==> config.mk <==
export PLATFORM = sky130hd
export DESIGN_NAME = fetch
export DESIGN_NICKNAME = d
export VERILOG_FILES = /design/src/rtl/fetch_pkg.sv /design/src/rtl/fetch_pc_next_mux.sv /design/src/rtl/fetch.sv
export SDC_FILE = /design/constraint.sdc
export NUM_CORES = 1
export LEC_CHECK = 0
export CELL_PAD_IN_SITES_DETAIL_PLACEMENT = 1
export CELL_PAD_IN_SITES_GLOBAL_PLACEMENT = 2
export CORE_MARGIN = 8
export CORE_UTILIZATION = 25
export DETAILED_ROUTE_END_ITERATION = 8
export PLACE_DENSITY_LB_ADDON = 0.3
export SETUP_SLACK_MARGIN = 0.4
export SYNTH_ARGS = -nofsm -noshare
export SYNTH_HDL_FRONTEND = slang
export SYNTH_SLANG_ARGS = --single-unit
==> constraint.sdc <==
create_clock -name clock -period 1.9 [get_ports clock]
set_input_delay 0.19 -clock clock [delete_from_list [all_inputs] [get_ports clock]]
set_output_delay 0.19 -clock clock [all_outputs]
set_load 0.005 [all_outputs]
==> src/rtl/fetch_pkg.sv <==
`default_nettype none
// ============================================================================
// Module   : fetch_pkg
// Purpose  : Shared constants for the instruction-fetch PC stage: default
//            address width, reset PC, sequential step size and the encoding
//            of the next-PC select input.
// Ports    : none (package)
// Revision : 1.0 - initial release
// ============================================================================
package fetch_pkg;

  // Default geometry of the program counter.
  localparam int unsigned FETCH_ADDRESS_BITS = 16;
  localparam int unsigned FETCH_RESET_PC     = 0;
  localparam int unsigned FETCH_PC_STEP      = 4;

  // Encoding of next_PC_select.
  localparam logic SEL_SEQ    = 1'b0;
  localparam logic SEL_TARGET = 1'b1;

  // A target is misaligned when it is not on a 4-byte instruction boundary.
  function automatic logic is_misaligned(input logic [1:0] low_bits);
    return (low_bits != 2'b00);
  endfunction

endpackage : fetch_pkg
`default_nettype wire

==> src/rtl/fetch_pc_next_mux.sv <==
`default_nettype none
// ============================================================================
// Module   : pc_next_mux
// Purpose  : Combinational next-PC selection: either the current PC advanced
//            by PC_STEP (wrapping modulo 2^ADDRESS_BITS) or the redirect
//            target, passed through unmodified.
// Ports    : pc        - current PC register value
//            select    - SEL_SEQ / SEL_TARGET
//            target_pc - redirect address
//            next_pc   - value the PC register loads on the next edge
// Revision : 1.0 - initial release
// ============================================================================
module pc_next_mux
  import fetch_pkg::*;
#(
  parameter int unsigned ADDRESS_BITS = FETCH_ADDRESS_BITS,
  parameter int unsigned PC_STEP      = FETCH_PC_STEP
) (
  input  logic [ADDRESS_BITS-1:0] pc,
  input  logic                    select,
  input  logic [ADDRESS_BITS-1:0] target_pc,
  output logic [ADDRESS_BITS-1:0] next_pc
);

  localparam logic [ADDRESS_BITS-1:0] STEP = ADDRESS_BITS'(PC_STEP);

  // The sum is kept at ADDRESS_BITS so overflow simply wraps with no carry.
  logic [ADDRESS_BITS-1:0] seq_pc;
  assign seq_pc = pc + STEP;

  always_comb begin
    next_pc = seq_pc;
    if (select == SEL_TARGET) begin
      next_pc = target_pc;
    end
  end

endmodule : pc_next_mux
`default_nettype wire

==> src/rtl/fetch.sv <==
`default_nettype none
// ============================================================================
// Module   : fetch
// Purpose  : Instruction-fetch program-counter stage. Holds the PC register,
//            advances it by PC_STEP each clock or loads a redirect target
//            when next_PC_select is high. PC is a pure register output.
// Ports    : clock          - system clock, rising-edge active
//            reset          - asynchronous active-low reset
//            next_PC_select - 0: sequential, 1: load target_PC
//            target_PC      - redirect address
//            PC             - current fetch address
//            misaligned_target - (FETCH_MISALIGN_CHECK_EN only) high for one
//                             cycle after a redirect to a target whose low
//                             two bits are non-zero
// Config   : define FETCH_MISALIGN_CHECK_EN to add misaligned_target.
// Revision : 1.0 - initial release
// ============================================================================
module fetch
  import fetch_pkg::*;
#(
  parameter int unsigned ADDRESS_BITS = FETCH_ADDRESS_BITS,
  parameter int unsigned RESET_PC     = FETCH_RESET_PC,
  parameter int unsigned PC_STEP      = FETCH_PC_STEP
) (
  input  logic                    clock,
  input  logic                    reset,
  input  logic                    next_PC_select,
  input  logic [ADDRESS_BITS-1:0] target_PC,
  output logic [ADDRESS_BITS-1:0] PC
`ifdef FETCH_MISALIGN_CHECK_EN
  ,
  output logic                    misaligned_target
`endif
);

  localparam logic [ADDRESS_BITS-1:0] RESET_PC_W = ADDRESS_BITS'(RESET_PC);

  logic [ADDRESS_BITS-1:0] next_pc;

  pc_next_mux #(
    .ADDRESS_BITS (ADDRESS_BITS),
    .PC_STEP      (PC_STEP)
  ) u_pc_next_mux (
    .pc        (PC),
    .select    (next_PC_select),
    .target_pc (target_PC),
    .next_pc   (next_pc)
  );

  // Reset acts immediately; any redirect presented during reset is dropped
  // because nothing is latched while reset is low.
  always_ff @(posedge clock or negedge reset) begin
    if (!reset) begin
      PC <= RESET_PC_W;
    end else begin
      PC <= next_pc;
    end
  end

`ifdef FETCH_MISALIGN_CHECK_EN
  // Flag reflects only the most recent edge: set by a misaligned redirect,
  // cleared by every other edge including sequential ones.
  always_ff @(posedge clock or negedge reset) begin
    if (!reset) begin
      misaligned_target <= 1'b0;
    end else begin
      misaligned_target <= (next_PC_select == SEL_TARGET) &&
                           is_misaligned(target_PC[1:0]);
    end
  end
`endif

endmodule : fetch
`default_nettype wire

==> run metrics, run 1 <==
status=finished, final reports clean; asr flop ratio synth=1.000; register area=410.4 um^2; relative slew slack=0.8027; Area Overhead vs Synth=74.76%; crit path DAT=1.74 ns; post-synthesis compound-gate area fraction=0.1576; Die Span X=75.91 um; Final nets=167; share of cells above drive strength 1=0.3356; Max clock buf depth=2; Worst setup EP type=flip-flop; area of the multi-input gates=535.5 um^2; WL final=3.123 mm; RSZ-0062 raised after global routing=yes; final worst setup slack=0.3822 ns; post-route clock skew=0.002835 ns; XOR/XNOR Fraction of Synth Area=0.02929; row cnt=21; CTS H-tree depth=1; vias in the first global route=994; startpoint types=flip-flop; Req. time, crit path=2.13 ns; top-level I/O count=35; WS Path Type=reg -> reg; CTS tree=done; Core ar.=3390 um^2; Max Cap Viol=0; # DRC=0; first-pass GRT wire length=4.995 mm; clock latency on the worst-skew pair=0.28 ns; Vias=958; Top Registers=PC: 16 flops; Initial Utilization=0.2647; CTS Sinks=16; Leak Pwr=0.6490 nW; Post-Synth Simple-Gate Area=0.2748; FF-to-FF setup slack=0.38 ns; port bufs=34; period utilization=0.7988; global route overflow=0; worst-margin pin slew=0.2956 ns; Worst R2R Path Depth=5; R2R Path Start=PC[2]; peak supply drop=0.0002968 V; hold slack=0.2229 ns; largest family of logic cells by synthesized area=simple AND/OR/NAND/NOR gates; YS warnings=0; post-DP HPWL=2.108 mm; synthesis-stage register bit count=16; DR iter-0 viols=70; Synthesized Nets=111; Post-Place Worst Slack=0.1339 ns; largest net degree at the start of global routing=17; Die Span Y=75.91 um; min cycle time layout=1.518 ns; GRT Resource Usage Total=0.1040; Final Hold Fails=0; hold_buf cts=0; max reg flops=16; total iterations of the first detailed-routing run=4; post-synthesis mux area share=0.03766; Avg Cell Area, Syn=9.858 um^2; TNS Setup=0 ns; vias per inst=4.990; Post-Syn Area=897.1 um^2; Top reg by flops=PC; HP Class=in -> async; FF-to-FF End=PC[8]; sequential fraction of the synthesis area=0.4463; Num CTS Buffers=3; WL per Instance=16.27 um; final setup violation count=0; clk root buf=clkbuf_4; Final ANT Viol Nets=0; Synth cell types=36; antenna violations before repair=0; pwr dens=647.7 nW/um^2; fin. max-slew vios=0; Peak Freq=0.6589 GHz; cells after synthesis=91; routability cong.=0.6870; Crit Path Max Fanout=8; n_diodes=0; final core occ=0.4625; Fillers=376; Post-synth EDFFs=0; Reg clk slew, reported paths=0.10 ns; die area=5762 um^2; adder-cell share of the synthesized area=0.01395; top_reg_cell synth=dfrtp_1
## what timing repair did
item	in CTS	in global routing
pin swaps	1	7
setup buffers	6	12
endpoints found under the setup margin	14	15
gates resized for setup	8	20
## how the worst max path moves through the flow
stage | from | end | slack, ns | cells after the start
2_1_floorplan | PC[2] | PC[10] | 0.41 | 4
3_3_place_gp | next_PC_select | PC[15] | 0.18 | 4
3_5_place_dp | next_PC_select | PC[15] | 0.13 | 4
4_1_cts | PC[3] | PC[3] | 0.35 | 2
5_1_grt | PC[2] | PC[8] | 0.34 | 5
6_report | PC[2] | PC[8] | 0.38 | 5
## power by group
group          internal (mW)  switching (mW)
Combinational          0.215           0.123
Sequential             0.385          0.0622
Clock                  0.116           0.113
Total                  0.717           0.298
## kinds of logic after synthesis
| group | after synthesis |
|---|---|
| AO/OA/AOI/OAI | 21 |
| flip-flops | 16 |
| AND/OR/NAND/NOR | 41 |
| buffers and inverters | 6 |
| multiplexers | 3 |
| adder cells (fa/ha/maj) | 1 |
| XOR/XNOR | 3 |
## layout make-up
class | count | share of cell area
multi-input combinational | 69 | 0.3416
timing repair buffer | 55 | 0.3320
sequential | 16 | 0.2618
tap | 46 | 0.03671
clock buffer | 4 | 0.02314
inverter | 2 | 0.004789
## cell usage after synthesis, drive strengths merged, types with 2 or more instances
master	number	share of area
buf	4	0.032
nor2	5	0.021
or3b	2	0.020
nand3	8	0.056
a31oi	3	0.021
o31ai	2	0.017
mux2	3	0.038
nand4	3	0.021
or4	5	0.042
xor2	2	0.020
nor2b	3	0.021
a221oi	2	0.020
nand2	7	0.029
dfrtp	16	0.45
o21ai	8	0.045
inv	2	0.0084
## critical path: stages (launching register included)
cell	delay (ns)
dfrtp_2	0.44
ha_4	0.17
nand3_4	0.12
buf_4	0.16
or4_1	0.47
nand3_1	0.10
## metrics by stage
step,cells,instance area [um^2],power [mW]
6_report,192,1568,1.015
5_1_grt,192,1568,1.087
4_1_cts,180,1396,0.9771
3_5_place_dp,170,1299,0.7102
3_3_place_gp,170,1299,0.7000
2_1_floorplan,91,907.1,0.5437
## per-layer routing
layer	GRT usage	routed length, um	up-vias
met1	0.1255	1350	478
li1	-	-	457
met4	0.02353	14	0
met3	0.03184	129	2
met5	0	0	-
met2	0.1748	1628	21
## cells in the final DEF, fill, tap and decap left out, types with 2 or more instances in the layout
| cell type | instances |
|---|---|
| clkdlybuf4s50_1 | 28 |
| buf_4 | 18 |
| dfrtp_1 | 8 |
| dfrtp_2 | 8 |
| o21ai_0 | 8 |
| nand2_1 | 7 |
| nor2_1 | 5 |
| dlymetal6s2s_1 | 5 |
| nand3_1 | 4 |
| nand4_1 | 3 |
| nor2b_1 | 3 |
| or4_4 | 3 |
| mux2_2 | 3 |
| clkbuf_4 | 3 |
| buf_6 | 3 |
| nand3_4 | 2 |
| or4_1 | 2 |
| nand3_2 | 2 |
| inv_1 | 2 |
| o31ai_1 | 2 |
| a31oi_1 | 2 |
| xor2_1 | 2 |
Note: power is estimated with default switching activity, not from simulation.
==> run 2, diff against run 1 <==
Settings changed: CORE_UTILIZATION 25 to 22.
Clock period 1.9 ns to 1.35 ns, I/O delays scaled along.
==> run 2 against run 1 <==
  * The flow now finishes with violations (negative setup slack)
  * Register-to-register slack worse by 0.47 ns
  * Clock power up 97%
  * First-iteration DRC count down 37%
  * Hold slack worse by 0.011 ns
  * Sequential share of layout area down 5.5 points
  * Design area up 27%
  * Power up 83%
  * Global-route usage up 3.8 points
  * Combinational power up 130%
  * Clock-buffer cell count unchanged
  * Clock skew down 0.0013 ns
  * Critical path type unchanged
  * Largest power group is now combinational cells
==> run metrics, run 2 (synthesis gave the netlist of run 1 again) <==
CTS Sinks=16; crit path DAT=1.57 ns; status=finished, violations left; Post-Place Worst Slack=-0.2826 ns; peak supply drop=0.0004019 V; Crit Path Max Fanout=5; CP Capture Point=PC[10]; Die Span Y=79.86 um; Req. time, crit path=1.48 ns; routability cong.=0.7350; DP Area=1480 um^2; Area Overhead vs Synth=121.8%; CP startpoint=PC[3]; Top Registers=PC: 16 flops; pwr dens=935.7 nW/um^2; commonest non-fill, non-tap cell in the layout=buf_6; FF-to-FF End=PC[10]; first-pass GRT wire length=6.969 mm; period utilization=1.064; Max clock buf depth=2; Core ar.=3971 um^2; port bufs=34; Reg clk slew, reported paths=0.07 ns; Initial Utilization=0.2259; die area=6377 um^2; most frequent cells in the layout=buf_6 (40), buf_4 (29), clkdlybuf4s50_1 (17); Worst setup EP type=flip-flop; top-level I/O count=35; share of cells above drive strength 1=0.5924; Num CTS Buffers=3; max reg flops=16; GRT Resource Usage Total=0.1416; Final ANT Viol Nets=0; Leak Pwr=0.8448 nW; WS Path Type=reg -> reg; Peak Freq=0.6960 GHz; fin. max-slew vios=0; total iterations of the first detailed-routing run=6; Max Cap Viol=0; CTS H-tree depth=1; RSZ-0062 raised after global routing=yes; final instance area=1989 um^2; post-DP HPWL=2.337 mm; Fillers=439; antenna violations before repair=0; post-route clock skew=0.001491 ns; final setup violation count=8; Top reg by flops=PC; CTS tree=done; HP Class=in -> async; # DRC=0; Worst R2R Path Depth=4; Vias=1,156; FF-to-FF setup slack=-0.09 ns; failing checks=negative setup slack; largest net degree at the start of global routing=17; Cell Chain, Critical Path=ha_4 -> nand3_4 -> o311a_4 -> a221o_1; relative slew slack=0.8098; final worst setup slack=-0.08686 ns; min cycle time layout=1.437 ns; Final nets=205; global route overflow=0; clock latency on the worst-skew pair=0.25 ns; startpoint types=flip-flop; DR iter-0 viols=44; WL per Instance=19.57 um; WL final=4.580 mm; Die Span X=79.86 um; clk root buf=clkbuf_8; vias in the first global route=1,310; R2R Path Start=PC[3]; Final Hold Fails=0; Worst path max stage delay=0.42 ns; Worst path slowest cell=dfrtp_2; vias per inst=4.940; n_diodes=0; row cnt=23; worst-margin pin slew=0.2840 ns
==> run 2: critical path: cells and delay by family (launching register included) <==
kind,cells,cell delay (ns)
AO/OA/AOI/OAI,2,0.61
adder cells (fa/ha/maj),1,0.17
flip-flops,1,0.42
AND/OR/NAND/NOR,1,0.10
==> run 2: cell type report <==
class                           instances  area, um^2  area share
Multi-Input combinational cell         71       585.6      0.2943
Inverter                                2       7.507    0.003774
Clock buffer                            4       55.05     0.02767
Sequential cell                        16       411.6      0.2069
Tap cell                               50       62.56     0.03145
Timing Repair Buffer                   91       867.1      0.4358
==> run 2: how the worst min path moves through the flow <==
stage / from / endpoint / slack, ns
final: reset / PC[15] / 0.21
after global routing: reset / PC[8] / 0.23
after CTS: reset / PC[15] / 0.22
after floorplan: reset / PC[0] / -0.16
after detailed placement: reset / PC[15] / 0.49
after global placement: reset / PC[15] / 0.49
==> run 2: stage by stage <==
| stage | power (mW) | instances | utilization | hold slack [ns] | TNS [ns] |
|---|---|---|---|---|---|
| floorplan | 0.7814 | 91 | - | -0.1606 | -0.04498 |
| global placement | 1.090 | 194 | 0.3727 | 0.4866 | -1.041 |
| detailed placement | 1.108 | 194 | 0.3727 | 0.4917 | -1.446 |
| CTS | 1.748 | 228 | 0.4631 | 0.2222 | -0.1129 |
| global route | 1.972 | 234 | 0.5009 | 0.2319 | -0.8857 |
| finish | 1.861 | 234 | 0.5009 | 0.2115 | -0.4349 |
==> run 2: where the power goes <==
group	leakage (nW)	switching (mW)	total, mW	internal, mW
sequential	0.175	0.0761	0.619	0.543
clock	0.0288	0.194	0.453	0.259
combinational	0.641	0.296	0.789	0.493
==> run 2: timing repair <==
action	4_1_cts	5_1_grt
hold buffers	0	0
setup buffers	27	6
pin swaps	8	7
resized for setup	93	34
endpoints found under the setup margin	32	28
cloned	3	0
==> run 2: metal layers <==
layer / routed length (um) / GRT usage / vias to the layer above
met5: 0 / 0 / -
met4: 144 / 0.04727 / 0
met3: 184 / 0.03378 / 10
met2: 2523 / 0.2584 / 28
met1: 1728 / 0.1555 / 583
li1: - / - / 535
